[src/rtl/trap_ctrl.sv]
// Trap sequencer between the pipeline and the machine CSR file: arbitrates exceptions, mret and interrupts,
// drains the pipe, strobes the commit, then redirects fetch. Define TRAP_VECTORED_EN for vectored interrupt entry.
module trap_ctrl #(
  parameter int unsigned DRAIN_TIMEOUT = 16
) (
  input  logic        ctrl_clk,
  input  logic        ctrl_reset_n,
  input  logic        exc_valid,
  input  logic [3:0]  exc_cause,
  input  logic [31:0] exc_pc,
  input  logic        mret_req,
  input  logic        irq_sw,
  input  logic        irq_timer,
  input  logic        irq_ext,
  input  logic [2:0]  irq_en,
  input  logic        ctrl_mie,
  input  logic [31:0] next_pc,
  input  logic [31:0] mtvec,
  input  logic [31:0] mepc,
  output logic        pipe_drain_req,
  input  logic        pipe_idle,
  output logic        ctrl_trap,
  output logic        ctrl_mret,
  output logic [31:0] trap_pc,
  output logic [4:0]  trap_info,
  output logic        redirect_valid,
  output logic [31:0] redirect_pc,
  input  logic        redirect_ready,
  output logic        drain_timeout
);

  localparam int unsigned CNT_W = (DRAIN_TIMEOUT > 1) ? $clog2(DRAIN_TIMEOUT) : 1;
  localparam logic [CNT_W-1:0] CNT_LAST = CNT_W'(DRAIN_TIMEOUT - 1);

  typedef enum logic [1:0] {
    S_IDLE     = 2'd0,
    S_DRAIN    = 2'd1,
    S_COMMIT   = 2'd2,
    S_REDIRECT = 2'd3
  } state_e;

  state_e            state_q, state_d;
  logic [CNT_W-1:0]  cnt_q, cnt_d;
  logic              is_mret_q, is_mret_d;
  logic [4:0]        info_q, info_d;
  logic [31:0]       pc_q, pc_d;
  logic              timeout_q, timeout_d;
  logic              drain_req_q, drain_req_d;
  logic              trap_q, trap_d;
  logic              mret_q, mret_d;
  logic [31:0]       trap_pc_q, trap_pc_d;
  logic [4:0]        trap_info_q, trap_info_d;

  logic [2:0]        pend_s;
  logic [3:0]        irq_code_s;
  logic [31:0]       target_s;

  // Pending enabled interrupts and their fixed-priority code (ext > sw > timer)
  always_comb begin
    pend_s = {irq_ext, irq_timer, irq_sw} & irq_en;
    if (pend_s[2]) begin
      irq_code_s = 4'd11;
    end else if (pend_s[0]) begin
      irq_code_s = 4'd3;
    end else begin
      irq_code_s = 4'd7;
    end
  end

  // Next-state logic, latched trap fields and the registered output values
  always_comb begin
    state_d   = state_q;
    cnt_d     = cnt_q;
    is_mret_d = is_mret_q;
    info_d    = info_q;
    pc_d      = pc_q;
    timeout_d = timeout_q;

    case (state_q)
      S_IDLE: begin
        cnt_d = '0;
        if (exc_valid) begin
          is_mret_d = 1'b0;
          info_d    = {1'b0, exc_cause};
          pc_d      = exc_pc;
          state_d   = S_DRAIN;
        end else if (mret_req) begin
          is_mret_d = 1'b1;
          info_d    = 5'd0;
          pc_d      = 32'd0;
          state_d   = S_DRAIN;
        end else if (ctrl_mie && (pend_s != 3'b000)) begin
          is_mret_d = 1'b0;
          info_d    = {1'b1, irq_code_s};
          pc_d      = next_pc;
          state_d   = S_DRAIN;
        end else begin
          state_d   = S_IDLE;
        end
      end
      S_DRAIN: begin
        if (pipe_idle) begin
          state_d = S_COMMIT;
        end else if ((DRAIN_TIMEOUT != 0) && (cnt_q == CNT_LAST)) begin
          state_d   = S_COMMIT;
          timeout_d = 1'b1;
        end else begin
          cnt_d = cnt_q + CNT_W'(1);
        end
      end
      S_COMMIT: begin
        state_d = S_REDIRECT;
      end
      S_REDIRECT: begin
        if (redirect_ready) begin
          state_d = S_IDLE;
        end else begin
          state_d = S_REDIRECT;
        end
      end
      default: begin
        state_d = S_IDLE;
      end
    endcase

    drain_req_d = (state_d != S_IDLE);
    trap_d      = (state_d == S_COMMIT);
    mret_d      = (state_d == S_COMMIT) && is_mret_d;
    if (state_d == S_COMMIT) begin
      trap_pc_d   = pc_d;
      trap_info_d = info_d;
    end else begin
      trap_pc_d   = 32'd0;
      trap_info_d = 5'd0;
    end
  end

  // Redirect target uses the CSR values seen during REDIRECT, i.e. after the commit has landed
  always_comb begin
    if (is_mret_q) begin
      target_s = {mepc[31:2], 2'b00};
    end else begin
`ifdef TRAP_VECTORED_EN
      if (info_q[4] && (mtvec[1:0] == 2'b01)) begin
        target_s = {mtvec[31:2], 2'b00} + {26'd0, info_q[3:0], 2'b00};
      end else begin
        target_s = {mtvec[31:2], 2'b00};
      end
`else
      target_s = {mtvec[31:2], 2'b00};
`endif
    end
  end

  // State, latched fields and output registers
  always_ff @(posedge ctrl_clk or negedge ctrl_reset_n) begin
    if (!ctrl_reset_n) begin
      state_q     <= S_IDLE;
      cnt_q       <= '0;
      is_mret_q   <= 1'b0;
      info_q      <= 5'd0;
      pc_q        <= 32'd0;
      timeout_q   <= 1'b0;
      drain_req_q <= 1'b0;
      trap_q      <= 1'b0;
      mret_q      <= 1'b0;
      trap_pc_q   <= 32'd0;
      trap_info_q <= 5'd0;
    end else begin
      state_q     <= state_d;
      cnt_q       <= cnt_d;
      is_mret_q   <= is_mret_d;
      info_q      <= info_d;
      pc_q        <= pc_d;
      timeout_q   <= timeout_d;
      drain_req_q <= drain_req_d;
      trap_q      <= trap_d;
      mret_q      <= mret_d;
      trap_pc_q   <= trap_pc_d;
      trap_info_q <= trap_info_d;
    end
  end

  assign pipe_drain_req = drain_req_q;
  assign ctrl_trap      = trap_q;
  assign ctrl_mret      = mret_q;
  assign trap_pc        = trap_pc_q;
  assign trap_info      = trap_info_q;
  assign drain_timeout  = timeout_q;
  assign redirect_valid = (state_q == S_REDIRECT);
  assign redirect_pc    = (state_q == S_REDIRECT) ? target_s : 32'd0;

endmodule
[config.mk]
export PLATFORM = sky130hd
export DESIGN_NAME = trap_ctrl
export DESIGN_NICKNAME = d
export VERILOG_FILES = /design/src/rtl/trap_ctrl.sv
export SDC_FILE = /design/constraint.sdc
export NUM_CORES = 1
export LEC_CHECK = 0
export CORE_MARGIN = 1
export CORE_UTILIZATION = 35
export CTS_CLUSTER_SIZE = 14
export DETAILED_ROUTE_END_ITERATION = 8
export PLACE_DENSITY = 0.87
export SLEW_MARGIN = 25
export SYNTH_ARGS = -nofsm -noshare
export SYNTH_HDL_FRONTEND = slang
export SYNTH_SLANG_ARGS = --single-unit
[constraint.sdc]
create_clock -name ctrl_clk -period 1.5 [get_ports ctrl_clk]
set_clock_uncertainty 0.1 [all_clocks]
set_input_delay 0.3 -clock ctrl_clk [delete_from_list [all_inputs] [get_ports ctrl_clk]]
set_output_delay 0.3 -clock ctrl_clk [all_outputs]
set_load 0.005 [all_outputs]
; ---- Yosys cells after proc, flatten, opt, wreduce, memory -nomap -nowiden
; Index checks and enable logic that the tools add are counted.
[totals]
regBits = 85
wordCells = 57
in_bits = 145
output_inout_bits = 74
[op_classes]
n_reduce_logical = 8
n_eq_ne = 7
n_addsub = 1
mux = 28
bitwise_logic = 2
[op_table]
columns = operator, n
row1 = $mux 32, 7
row2 = $mux 5, 5
row3 = $mux 4, 3
row4 = $pmux 2 s4, 1
row5 = $pmux 4 s2, 1
row6 = $mux 1, 7
row7 = $eq 2x2->1 const B, 3
row8 = $mux 2, 3
row9 = $reduce_and 3->1, 2
row10 = $add 4x1->4 const B, 1
row11 = $eq 4x4->1 const B, 1
row12 = $ne 2x2->1 const B, 2
row13 = $reduce_bool 2->1, 2
row14 = $and 3x3->3, 1
row15 = $mux 3, 1
row16 = $reduce_bool 3->1, 1
row17 = $eq 2x1->1 const B, 1
row18 = $logic_and 1x1->1, 2
row19 = $logic_not 2->1, 1
row20 = $not 1->1, 1

; ---- Depth between registers and ports, before layout
; Gate-level depths: netlist (run 1).
[depth]
word_depth = 9
mapped_depth = 5
depth_no_buf = 4

; ---- Worst setup path before layout (run 1)
; OpenSTA, ideal clock, no wires.
[synth_timing]
kind = reg-to-reg
startpoint = register cnt_q[0]
endpoint = register trap_info_q[0], in the netlist trap_info[0]
arrival_time_ns = 1.467
path_slack_ns = -0.186
setup_ns = 0.119
n_path_buf = 1
path_stages_with_launch = 6
synth_period_minus_slack_ns = 1.686
required_time_ns = 1.281
path_cell_list = dfrtp_1 ha_1 a31oi_1 nor2_1 clkbuf_1 and2_1
[synth_between]
elab_chain_cells = 6
[synth_lines]
columns = element, line_no
row1 = start: declaration, 43  ; logic [CNT_W-1:0] cnt_q, cnt_d;
row2 = start signal: assignment, 171  ; cnt_q <= cnt_d;
row3 = $eq 4x4->1, 104  ; end else if ((DRAIN_TIMEOUT != 0) && (cnt_q == CNT_LAST)) begin
row4 = $mux 2, 104
row5 = $mux 2, 102  ; if (pipe_idle) begin
row6 = $pmux 2 s4, 79  ; case (state_q)
row7 = $eq 2x2->1, 129  ; if (state_d == S_COMMIT) begin
row8 = $mux 5, 129
row9 = named net trap_info_d[0], 52  ; logic [4:0] trap_info_q, trap_info_d;
row10 = end signal: assignment, 180  ; trap_info_q <= trap_info_d;
row11 = end: declaration, 52
; The timed path passes the listed nets, and every way through them passes these cells.
; A chain may end at the register's enable or synchronous reset.

; ---- Worst setup path after layout (run 1)
[layout_timing]
startpoint = register is_mret_q
endpoint = output port redirect_pc[7]
[layout_between]
elab_chain_cells = 2
[layout_lines]
columns = element, line_no
row1 = start: declaration, 44  ; logic is_mret_q, is_mret_d;
row2 = start signal: assignment, 172  ; is_mret_q <= is_mret_d;
row3 = $mux 32, 140  ; if (is_mret_q) begin
row4 = $mux 32, 191  ; assign redirect_pc = (state_q == S_REDIRECT) ? target_s : 32'd0;
row5 = end: declaration, 27  ; output logic [31:0] redirect_pc,
; No other way between the ends.

==> results of run 1 <==
## layer usage
| layer | track usage [%] | wire (um) |
|---|---|---|
| met4 | 7.05 | 356 |
| met1 | 29.1 | 5570 |
| met2 | 50.6 | 8680 |
| met3 | 5.61 | 1190 |
| met5 | 0 | 0 |
## cell usage after synthesis, types with 2 or more instances
cell type,number
sky130_fd_sc_hd__inv_1,4
sky130_fd_sc_hd__a221o_2,2
sky130_fd_sc_hd__o21ai_0,4
sky130_fd_sc_hd__a211o_1,3
sky130_fd_sc_hd__nand3b_1,2
sky130_fd_sc_hd__buf_6,3
sky130_fd_sc_hd__buf_4,2
sky130_fd_sc_hd__o31ai_1,2
sky130_fd_sc_hd__o22ai_1,2
sky130_fd_sc_hd__mux2i_1,30
sky130_fd_sc_hd__a21oi_1,5
sky130_fd_sc_hd__nor2_1,32
sky130_fd_sc_hd__a22o_1,2
sky130_fd_sc_hd__and2_1,6
sky130_fd_sc_hd__buf_1,2
sky130_fd_sc_hd__o21a_1,33
sky130_fd_sc_hd__a221o_1,30
sky130_fd_sc_hd__buf_2,5
sky130_fd_sc_hd__clkbuf_1,21
sky130_fd_sc_hd__nand2b_1,2
sky130_fd_sc_hd__or3b_2,2
sky130_fd_sc_hd__nand2_1,11
sky130_fd_sc_hd__dfrtp_1,85
sky130_fd_sc_hd__and3_1,33
## final timing paths
check	startpoint	end	slack, ps	depth (start not counted)
worst min-delay path	ctrl_reset_n	pc_q[8]	290	2
max in group asynchronous	ctrl_reset_n	pc_q[17]	470	3
worst max register to register	state_q[1]	pc_q[3]	-310	7
min in group ctrl_clk	mret_req	info_q[4]	380	4
worst min register to register	drain_timeout	drain_timeout	400	2
worst max-delay path	is_mret_q	redirect_pc[7]	-390	5
## state kept, by name, indices dropped and copies added, names as in the netlist, 2 cells and up
name,count
state_q,2
info_q,5
cnt_q,4
trap_info,5
pc_q,32
trap_pc,32
## power by group through the flow
stage                     combinational [uW]  clock [uW]  sequential (uW)
after floorplan                         2320           0             3450
after global placement                  4870           0             3470
after detailed placement                5050           0             3500
after CTS                               6710        1830             3470
after global routing                    7610        1960             3590
final                                   7200        1820             3520
## what timing repair did
item	in CTS	in global routing
setup endpoints to repair	115	114
pin swaps	58	47
hold buffers	1	0
hold endpoints to repair	20	0
gates cloned	17	3
gates resized for setup	246	77
setup buffers	28	18
## layout make-up
cell class                      instances  share of cell area [%]
Inverter                                4                   0.193
Clock inverter                          6                    1.20
Tap cell                              140                    2.25
Multi-Input combinational cell        226                    25.4
Timing Repair Buffer                  309                    42.0
Clock buffer                           10                    1.64
Sequential cell                        85                    27.3
## per-stage QoR
step / hold WS (ps) / worst slack [ps] / util (%) / cell area, um2
floorplan: -95.6 / -136 / - / 3980
global placement: 125 / -610 / 60.5 / 6590
detailed placement: 122 / -679 / 60.5 / 6590
CTS: 291 / -455 / 69.0 / 7510
global route: 312 / -440 / 71.6 / 7790
finish: 294 / -387 / 71.6 / 7790
## logic make-up (layout without fill, tap and decap cells)
kind of cell             Yosys count  count (layout)  share of synthesized area (%)
other                              1               2                         0.0951
AND/OR/NAND/NOR                   99              99                           13.7
adder cells (fa/ha/maj)            1               1                          0.317
buffers and inverters             37             329                           4.44
multiplexers                      30              30                           7.62
flip-flops                        85              85                           54.0
AO/OA/AOI/OAI                     94              94                           19.9
## worst max-delay path, stage by stage, from the launching register on
cell and delay [ps]:
sky130_fd_sc_hd__dfrtp_2 430, sky130_fd_sc_hd__buf_8 160, sky130_fd_sc_hd__buf_12 130, sky130_fd_sc_hd__mux2i_2 230, sky130_fd_sc_hd__nor2_2 60, sky130_fd_sc_hd__buf_2 130
==> parameters.txt, run 1 <==
Parameter                              Value

Pwr
  Switching share of power    34.0%
  Leakage power total    0.00379 uW
  Pwr Density    1610 nW/um2
  Clk network pwr share    14.5%
  Combinational cell fraction of total power    57.4%
  Sequential share of power    28.1%
  Net Switching    4260 uW
  Internal Power    8280 uW
  Total Power Consumption    12500 uW
  Worst ir drop on vdd    824 uV

Place
  Number of buffers added on ports    212
  Routability congestion estimate    0.783
  Detailed placer's ending HPWL    9660 um
  Placed Cells incl. Taps    710

Setup path
  Worst-path maximum fanout    6
  CP required    1100 ps
  Arrival time of the worst setup path    1490 ps
  Endpoint kind of the worst setup timing path    primary output
  Startpoint types    register
  Setup Crit Path Kind    register to primary output

Drt
  Number of DRC violations after detailed routing    0
  Routed via count divided by cell count    5.25
  Violation count after the first detailed-route iteration    168
  Via count    4098
  Detail-routed net length per standard cell    20.2 um
  Antenna-violating nets left    0
  Final Routed Wirelength    15800 um
  First-pass iteration count of the detailed router    4

Logic synthesis
  Mapped Cells    347
  Ys flop type    sky130_fd_sc_hd__dfrtp_1
  Post-synth EDFFs    0
  Top cell type's share of synthesized area    54.0%
  Warning count from the yosys run    0
  Area contributors post-synth    sky130_fd_sc_hd__dfrtp_1 54%, sky130_fd_sc_hd__a221o_1 7.6%, sky130_fd_sc_hd__mux2i_1 7.6%
  Async SR Flop Fraction    100%
  Post-synthesis instance area    3940 um2
  Post-synthesis average cell area    11.4 um2
  Cell type with the largest total area after synthesis    sky130_fd_sc_hd__dfrtp_1
  Sequential fraction of the synthesis area    54.0%
  Distinct cell type count after synthesis    48
  Post-synthesis sequential element count    85

Layout
  Area grow syn2layout    97.7%
  NumNets Final    781
  Post-route non-filler standard cell count    780
  Sequential standard cell area    2130 um2
  Highest-count cells in the layout ignoring fill and taps    130 x sky130_fd_sc_hd__clkdlybuf4s50_1, 84 x sky130_fd_sc_hd__dfrtp_1, 47 x sky130_fd_sc_hd__dlygate4sd2_1, 33 x sky130_fd_sc_hd__and3_1, 33 x sky130_fd_sc_hd__o21a_1
  Layout cells sized above 1    32.2%
  Area used by multi-input combinational logic    1980 um2
  Fill cell total of the finished layout    735
  Commonest non-fill, non-tap cell in the layout    sky130_fd_sc_hd__clkdlybuf4s50_1
  N_diodes    0

Flow run
  Maximum capacitance violations    0

Min path
  Path type of the worst min-delay path    input port to asynchronous set/reset pin

CTS
  Clock transition at the register clock pins on the worst setup and hold paths after CTS    100 ps
  Clock tree from TritonCTS    yes
  TritonCTS Sinks    85
  Clock buffers created by TritonCTS    9
  Worst-Skew Late Latency    350 ps
  Clock Root Buffer    sky130_fd_sc_hd__clkbuf_8
  Buffer depth of the longest clock path    2
  Clock H-tree levels    3

Timing
  Final worst slack    -387 ps
  Count of final hold-check violations    0
  Unrepaired setup endpoints after global routing    yes
  Post-Route Setup TNS    -24270 ps
  Final setup violation count    112
  Final Max Slew Viols    0
  Fmax    530 MHz
  Minimum clock period    1890 ps
  Final clock period utilization by the worst path    126%

Global route
  Maximum number of pins on one net before global-route repair    44
  First-pass GRT wire length    22900 um
  GRT Residual Overflow    0
  Via count of the first global-routing pass    4339
  Tot GR Track Use    26.4%
  Initial antenna violation count    0

Die
  Die width    108 um
  Area of the die    11700 um2
  I/O pin count    219
  Die height    108 um
  Placement row count    38
  Initial Utilization    36.2%
  Core box area    10900 um2

Run status
  Status    complete, but fails checks
  Violated checks    negative setup slack
Note: power is estimated with default switching activity, not from simulation.
==> run 2: changes to the inputs <==
--- a/config.mk
+++ b/config.mk
@@ -12,2 +12,3 @@
 export PLACE_DENSITY = 0.87
+export SKIP_CTS_REPAIR_TIMING = 1
 export SLEW_MARGIN = 25
==> constraint.sdc (replaced) <==
create_clock -name ctrl_clk -period 1.5 [get_ports ctrl_clk]
set_clock_uncertainty 0.1 [all_clocks]
set_input_delay 0.375 -clock ctrl_clk [delete_from_list [all_inputs] [get_ports ctrl_clk]]
set_output_delay 0.375 -clock ctrl_clk [all_outputs]
set_load 0.005 [all_outputs]
==> run 2 against run 1 <==
  * The run still ends with negative setup slack left
  * Global-route usage down 4.9 points
  * Non-clock buffer count down 34
  * Clock power fell by 17%
  * Via count decreased by 5.5%
  * Sequential share of layout area up 2.5 points
  * Critical endpoint is now redirect_pc[4]
  * Die area stayed put
  * Final area fell by 8.4%
  * Critical path depth is the same
  * First-iteration DRC count grew 24%
  * Utilization shrank 6.0 points
  * Final cell count down 4.5%
==> parameters.txt, run 2 (synthesized netlist as in run 1, its figures left out) <==
Parameter                              Value

Run status
  Status    complete, but fails checks (unchanged)
  Violated checks    negative setup slack (unchanged)

Layout
  Post-route non-filler standard cell count    745 (was 780)
  N_diodes    0 (unchanged)
  Commonest non-fill, non-tap cell in the layout    sky130_fd_sc_hd__clkdlybuf4s50_1 (unchanged)
  End-of-flow core utilization    65.6% (was 71.6%)
  NumNets Final    747 (was 781)
  Area grow syn2layout    81.1% (was 97.7%)
  Fill cell total of the finished layout    797 (was 735)
  Layout cells sized above 1    22.3% (was 32.2%)
  Highest-count cells in the layout ignoring fill and taps    147 x sky130_fd_sc_hd__clkdlybuf4s50_1, 85 x sky130_fd_sc_hd__dfrtp_1, 44 x sky130_fd_sc_hd__dlymetal6s2s_1, 38 x sky130_fd_sc_hd__buf_4, 33 x sky130_fd_sc_hd__o21a_1 (was 130 x sky130_fd_sc_hd__clkdlybuf4s50_1, 84 x sky130_fd_sc_hd__dfrtp_1, 47 x sky130_fd_sc_hd__dlygate4sd2_1, 33 x sky130_fd_sc_hd__and3_1, 33 x sky130_fd_sc_hd__o21a_1)

Place
  Detailed placer's ending HPWL    9840 um (was 9660 um)
  Placed Cells incl. Taps    719 (was 710)
  Routability congestion estimate    0.857 (was 0.783)
  Post-placement setup slack    -843 ps (was -679 ps)
  Number of buffers added on ports    212 (unchanged)

Die
  I/O pin count    219 (unchanged)
  Area of the die    11700 um2 (unchanged)
  Initial Utilization    36.2% (unchanged)
  Placement row count    38 (unchanged)
  Die width    108 um (unchanged)
  Core box area    10900 um2 (unchanged)
  Die height    108 um (unchanged)

Setup path
  Worst-path maximum fanout    14 (was 6)
  Crit path cell chain    buf_12 > buf_12 > mux2i_1 > nor2_1 > dlymetal6s2s_1 (was buf_8 > buf_12 > mux2i_2 > nor2_2 > buf_2)
  Reg-to-Reg End    pc_q[0] (was pc_q[3])
  Endpoint kind of the worst setup timing path    primary output (unchanged)
  Slack of the worst reg-to-reg path    -180 ps (was -310 ps)
  Largest incremental delay on the critical path    380 ps (was 430 ps)
  Slowest cell on the critical path    sky130_fd_sc_hd__dfrtp_1 (was sky130_fd_sc_hd__dfrtp_2)
  Setup Crit Path Kind    register to primary output (unchanged)
  Startpoint types    register (unchanged)
  CP required    1020 ps (was 1100 ps)
  Arrival time of the worst setup path    1460 ps (was 1490 ps)
  Reg2Reg Launch Point    state_q[1] (unchanged)
  Top cell by count, worst path    sky130_fd_sc_hd__buf_12
  Length in cells of the worst reg-to-reg path    6 (was 7)

Timing
  Minimum clock period    1930 ps (was 1890 ps)
  Count of final hold-check violations    0 (unchanged)
  Final Max Slew Viols    0 (unchanged)
  Post-Route Setup TNS    -18700 ps (was -24270 ps)
  Final worst slack    -432 ps (was -387 ps)
  Fmax    518 MHz (was 530 MHz)
  Unrepaired setup endpoints after global routing    yes (unchanged)
  Final clock period utilization by the worst path    129% (was 126%)
  Final setup violation count    103 (was 112)

Min path
  WHS Path Cells    4
  Endpoint of the worst hold-timing path    info_q[4]
  Path type of the worst min-delay path    input port to register (was input port to asynchronous set/reset pin)
  Origin of the worst min-delay path    mret_req

CTS
  Clock buffers created by TritonCTS    9 (unchanged)
  TritonCTS Sinks    85 (unchanged)
  Clock H-tree levels    3 (unchanged)
  Clock Root Buffer    sky130_fd_sc_hd__clkbuf_8 (unchanged)
  Worst-Skew Late Latency    350 ps (about the same)
  Buffer depth of the longest clock path    2 (unchanged)
  Clock tree from TritonCTS    yes (unchanged)
  Clock transition at the register clock pins on the worst setup and hold paths after CTS    90 ps (was 100 ps)

Pwr
  Leakage power total    0.00390 uW (was 0.00379 uW)
  Worst ir drop on vdd    950 uV (was 824 uV)
  Pwr Density    1500 nW/um2 (was 1610 nW/um2)
  Total Power Consumption    10700 uW (was 12500 uW)

Global route
  Maximum number of pins on one net before global-route repair    86 (was 44)
  Via count of the first global-routing pass    3811 (was 4339)
  Initial antenna violation count    0 (unchanged)
  GRT Residual Overflow    0 (unchanged)
  First-pass GRT wire length    19000 um (was 22900 um)
  Tot GR Track Use    21.5% (was 26.4%)

Drt
  First-pass iteration count of the detailed router    4 (unchanged)
  Routed via count divided by cell count    5.20 (was 5.25)
  Detail-routed net length per standard cell    17.6 um (was 20.2 um)
  Via count    3873 (was 4098)
  Antenna-violating nets left    0 (unchanged)
  Violation count after the first detailed-route iteration    208 (was 168)
  Number of DRC violations after detailed routing    0 (unchanged)
  Final Routed Wirelength    13100 um (was 15800 um)

Flow run
  Maximum capacitance violations    0 (unchanged)
-- run 2: cell type report --
class | instances | area, um2 | area share (%)
Inverter | 4 | 15.0 | 0.210
Timing Repair Buffer | 275 | 2840 | 39.8
Sequential cell | 85 | 2130 | 29.8
Clock inverter | 5 | 43.8 | 0.613
Clock buffer | 10 | 138 | 1.93
Tap cell | 140 | 175 | 2.45
Multi-Input combinational cell | 226 | 1800 | 25.2
-- run 2: per-layer routing --
layer	wire [um]	GRT usage, %
met3	847	4.46
met5	0	0
met4	330	8.90
met1	4860	24.1
met2	7040	39.4
-- run 2: stage by stage --
step	hold WS, ps	area [um2]
floorplan	-20.6	3990
global placement	336	6630
detailed placement	349	6630
CTS	-46.0	6810
global route	388	7140
finish	372	7140
-- run 2: critical path, delay by kind of cell, from the launching register on --
family                 cells  cell delay (ps)
AND/OR/NAND/NOR            1               50
multiplexers               1              230
flip-flops                 1              380
buffers and inverters      3              460
-- run 2: how the worst max path moves through the flow --
stage               startpoint              end  slack [ps]
global placement       irq_ext         pc_q[20]        -790
global route         is_mret_q   redirect_pc[4]        -540
CTS                  is_mret_q  redirect_pc[18]        -860
floorplan              irq_ext         pc_q[10]        -210
detailed placement     irq_ext         pc_q[18]        -840
finish               is_mret_q   redirect_pc[4]        -430
-- run 2: power by group --
group          internal (uW)  switching (uW)
Sequential              3050             389
Clock                    662             850
Combinational           3340            2390
